--- config.mk ---
export PLATFORM = sky130hd
export DESIGN_NAME = seq_det_moore_fsm
export DESIGN_NICKNAME = d
export VERILOG_FILES = /design/src/rtl/seq_det_moore_fsm.sv
export SDC_FILE = /design/constraint.sdc
export NUM_CORES = 1
export LEC_CHECK = 0
export ABC_AREA = 1
export CELL_PAD_IN_SITES_DETAIL_PLACEMENT = 1
export CELL_PAD_IN_SITES_GLOBAL_PLACEMENT = 1
export CORE_AREA = 5 5 42 44
export DETAILED_ROUTE_END_ITERATION = 8
export DIE_AREA = 0 0 47 49
export HOLD_SLACK_MARGIN = 0.15
export PLACE_DENSITY_LB_ADDON = 0.3
export SLEW_MARGIN = 25
export SYNTH_ARGS = -nofsm -noshare
export SYNTH_HDL_FRONTEND = slang
export SYNTH_SLANG_ARGS = --single-unit
--- constraint.sdc ---
create_clock -name clock -period 2.5 [get_ports clock]
set_clock_uncertainty 0.2 [all_clocks]
set_input_delay 0.25 -clock clock [delete_from_list [all_inputs] [get_ports clock]]
set_output_delay 0.25 -clock clock [all_outputs]
set_load 0.03 [all_outputs]
--- src/rtl/seq_det_moore_fsm.sv ---
// seq_det_moore_fsm: Moore detector for the serial pattern 1-0-1-1.
// Define SEQ_DET_MATCH_CNT_EN to add a saturating 8-bit match counter.
module seq_det_moore_fsm #(
  parameter int OVERLAP = 1
) (
  input  logic       clock,
  input  logic       reset,
  input  logic       sequence_in,
`ifdef SEQ_DET_MATCH_CNT_EN
  output logic [7:0] match_count,
`endif
  output logic       detector_out
);

  typedef enum logic [2:0] {
    S_ZERO = 3'd0,
    S_1    = 3'd1,
    S_10   = 3'd2,
    S_101  = 3'd3,
    S_1011 = 3'd4
  } state_t;

  localparam logic OVL = (OVERLAP != 0);

  state_t state_q;
  state_t state_d;

  // state register, async clear to idle
  always_ff @(posedge clock or negedge reset) begin
    if (!reset) begin
      state_q <= S_ZERO;
    end else begin
      state_q <= state_d;
    end
  end

  // next-state logic; illegal codes recover to idle
  always_comb begin
    state_d = S_ZERO;
    unique case (state_q)
      S_ZERO: state_d = sequence_in ? S_1 : S_ZERO;
      S_1:    state_d = sequence_in ? S_1 : S_10;
      S_10:   state_d = sequence_in ? S_101 : S_ZERO;
      S_101:  state_d = sequence_in ? S_1011 : S_10;
      S_1011: begin
        if (sequence_in) begin
          state_d = S_1;
        end else begin
          state_d = OVL ? S_10 : S_ZERO;
        end
      end
      default: state_d = S_ZERO;
    endcase
  end

  // output decoded from registered state only
  assign detector_out = (state_q == S_1011);

`ifdef SEQ_DET_MATCH_CNT_EN
  // count matches, saturate at 255
  always_ff @(posedge clock or negedge reset) begin
    if (!reset) begin
      match_count <= 8'd0;
    end else if (state_d == S_1011 && match_count != 8'hFF) begin
      match_count <= match_count + 8'd1;
    end
  end
`endif

endmodule

Word level (Yosys, flattened, before mapping)

Index checks and enable logic that the tools add are counted.

Register bits: 3
Output and inout port bits: 1
Input port bits: 3
Word-level logic and storage cells: 12

Equality and inequality tests: 4
Reduce and logical (&&, ||, !) cells: 2
Muxes and demuxes: 5

Operators by type and width:

| cell                                                | number |
|---|---|
| case mux 3 bit (4 select lines)                     | 1 |
| equality test 3 x 2 -> 1 bit, second input constant | 2 |
| 2-to-1 mux 2 bit                                    | 2 |
| equality test 3 x 1 -> 1 bit, second input constant | 1 |
| equality test 3 bit, second input constant          | 1 |
| zero test 3 bit                                     | 1 |
| 2-to-1 mux 3 bit                                    | 1 |
| OR reduction 2 bit                                  | 1 |
| 2-to-1 mux 1 bit                                    | 1 |

Longest topological paths before layout

Depth after elaboration: 3
Gate-level depth with buffers: 4

Worst setup path after synthesis

OpenSTA, ideal clock, no wires.

Path kind: reg2out
Start: register state_q[1]
End: output port detector_out
Cell stages (with the launch flop): 2
Buffers on the path: 0
Path slack: 0.955 ns
Data arrival time: 1.095 ns
Path through: dfrtp_1 nor3_1

Longest elaborated chain between the ends: 1

Ends and longest elaborated chain:

| item                   | RTL line | text |
|---|---|---|
| from (decl)            | 25       | `state_t state_q;` |
| from (signal assigned) | 33       | `state_q <= state_d;` |
| equality test 3 bit    | 57       | `assign detector_out = (state_q == S_1011);` |
| to (decl)              | 12       | `output logic detector_out` |

Every way passes these cells.

Worst setup path in the final report

Start: register state_q[0]
End: output port detector_out

Same word-level chain as after synthesis.

==> summary.md <==
| Metric | Value |
|---|---|
| Status | `complete, no violations` |
| Ys Warns | `0` |
| Die Span X | `47 um` |
| Initial Util | `9.55%` |
| DR pass1 iterations | `4` |
| First-pass GRT wire length | `593 um` |
| Met2 usage | `4.75%` |
| Clk root buf | `clkbuf_4` |
| Total negative setup slack | `0 ns` |
| Placed Area | `184 um2` |
| Residual DRC | `0` |
| Core Footprint | `1400 um2` |
| Critical Path Source Type | `register` |
| M1 GR Usage | `3.98%` |
| Post-synth EDFFs | `0` |
| Worst hold slack | `0.389 ns` |
| Worst skew pair latency | `0.23 ns` |
| Final setup margin | `0.525 ns` |
| WP data required | `2.05 ns` |
| Max FFs per register | `3` |
| Tmin final | `1.97 ns` |
| Fin crit share | `79.0%` |
| Final instance area | `220 um2` |
| Maximum fanout along the worst path | `5` |
| Syn Inst Count | `18` |
| Routed length per placed instance | `8.05 um` |
| Fraction of layout instances using a drive strength above 1 | `11.5%` |
| F_max | `506 MHz` |
| Die Ht | `49 um` |
| Hold path depth | `2` |
| CTS tree | `done` |
| Top Registers | `state_q (3)` |
| Data arrival, critical path | `1.52 ns` |
| Final hold vios | `0` |
| Met3 track demand over resource | `2.21%` |
| Post-CTS Setup Inserts | `0` |
| Hpwl dp | `269 um` |
| Kind of critical path | `reg -> out` |
| Pin count of the biggest net entering global routing | `6` |
| Port bufs | `3` |
| Antenna Nets Post-Route | `0` |
| CP peak stage delay | `0.70 ns` |
| R2R depth | `3` |
| Leading post-synthesis cells by cell area | `dfrtp_1, nand2_1, nor2_1, nor3_1, o21ai_0` |
| Syn_nets | `21` |
| Area Overhead vs Synth | `64.5%` |
| Fraction of registers with async set/reset | `100%` |
| Vias post-DR | `146` |
| Cts bufs inserted | `3` |
| Max-slew violation count | `0` |
| Die area | `2300 um2` |
| Post-synth top cells | `nand2_1, nor2_1, dfrtp_1` |
| I/O Pins | `4` |
| Slowest stage cell, crit path | `clkdlybuf4s50_1` |
| Post-Syn Area | `134 um2` |
| Primary FF master, synth | `dfrtp_1` |
| Yosys cell types | `6` |
| Antenna diode count | `0` |
| VDD IR max | `0.182 mV` |
| Pwr Density | `826 nW/um2` |
| Max-Cap Viols | `0` |
| Vias in the first global route | `155` |
| Initial DRC count | `3` |
| Final WL | `338 um` |
| GP Congestion | `0.593` |
| Htree depth | `1` |
| Final setup vio count | `0` |
| Via density | `3.48` |
| Layout Nets | `30` |
| Leak pwr | `0.000100 uW` |
| Setup WS pre-CTS | `0.757 ns` |
| GRT busiest layer | `met4` |
| Seq cells post-synth | `3` |
| Residual overflow from global routing | `0` |
| Unrepaired setup endpoints after global routing | `false` |
| Clock buffer depth | `2` |
| Synth top area share | `56.1%` |
| Cell Chain, Critical Path | `nor3_1 -> clkdlybuf4s50_1` |
| Clk sinks | `3` |
| Clock transition at path regs | `0.04 ns` |
| GRT Overall Usage | `4.02%` |
| Least-Margin Pin Slew | `0.306 ns` |
| Rel. slew slack | `79.6%` |
| Worst hold path type | `reg -> reg` |
| Initial antenna violation count | `0` |
| Rows | `14` |
| Worst setup EP type | `output port` |
| Biggest register | `state_q` |
| Sequential area share after synthesis | `56.1%` |
| Leading area contributor after synthesis | `dfrtp_1` |
| Synthesized area per cell | `7.44 um2` |
[layer usage]
metal / vias to the layer above / wire (um)
met2: 4 / 161
li1: 70 / -
met5: - / 0
met4: 0 / 0
met1: 72 / 148
met3: 0 / 28
[critical path: cells and delay by family, from the launching register on]
kind | cells | cell delay [ns]
buffers and inverters | 1 | 0.70
and+or+nand+nor | 1 | 0.19
DFF | 1 | 0.41
[cell families (layout without fill, tap and decap cells)]
logic type | count (synthesis) | after routing | synth area share [%]
compound gates | 1 | 1 | 3.73
buf+inv | 1 | 9 | 2.80
flops | 3 | 3 | 56.1
simple gates | 13 | 13 | 37.4
[layout make-up]
| type | instances | area (um2) |
|---|---|---|
| Clock buffer | 4 | 26.3 |
| Tap cell | 16 | 20.0 |
| Multi-Input combinational cell | 14 | 55.1 |
| Inverter | 1 | 3.75 |
| Sequential cell | 3 | 75.1 |
| Timing Repair Buffer | 4 | 40.0 |
| Fill cell | 182 | 1180 |
[final timing paths]
check | to | slack, ns | start
worst max-delay path | detector_out | 0.53 | state_q[0]$_DFF_PN0_
worst min-delay path | state_q[2]$_DFF_PN0_ | 0.39 | state_q[1]$_DFF_PN0_
worst max register to register | state_q[1]$_DFF_PN0_ | 1.48 | state_q[0]$_DFF_PN0_
worst min register to register | state_q[2]$_DFF_PN0_ | 0.39 | state_q[1]$_DFF_PN0_
max in group asynchronous | state_q[1]$_DFF_PN0_ | 1.42 | reset
min in group asynchronous | state_q[2]$_DFF_PN0_ | 0.54 | reset
[cells in the final DEF, fill, tap and decap left out]
cell type        synthesis  final
dlygate4sd3_1            0      1
nor3_1                   1      1
clkdlybuf4s50_1          0      3
o21ai_0                  1      1
nand2_1                  6      6
inv_1                    1      1
clkbuf_4                 0      3
clkbuf_1                 0      1
dfrtp_1                  3      3
nor2_1                   6      6
[stage by stage]
| stage | util [%] | std cells | total power (uW) |
|---|---|---|---|
| floorplan | - | 18 | 84.8 |
| global placement | 13.1 | 37 | 94.5 |
| detailed placement | 13.1 | 37 | 98.1 |
| CTS | 15.7 | 42 | 188 |
| global route | 15.7 | 42 | 198 |
| finish | 15.7 | 42 | 182 |
[repair_timing]
| item | in CTS | in global routing |
|---|---|---|
| gates resized for setup | 0 | 0 |
| endpoints found under the hold margin | 3 | 0 |
| hold buffers | 1 | 0 |
[report_power, final]
group	total [uW]	internal, uW	switching (uW)	leakage (uW)
combinational	30.4	13.7	16.7	0.0000474
sequential	67.8	57.9	9.94	0.0000379
clock	83.8	59.8	24.1	0.0000150
total	182	131	50.7	0.000100
Note: power is estimated with default switching activity, not from simulation.
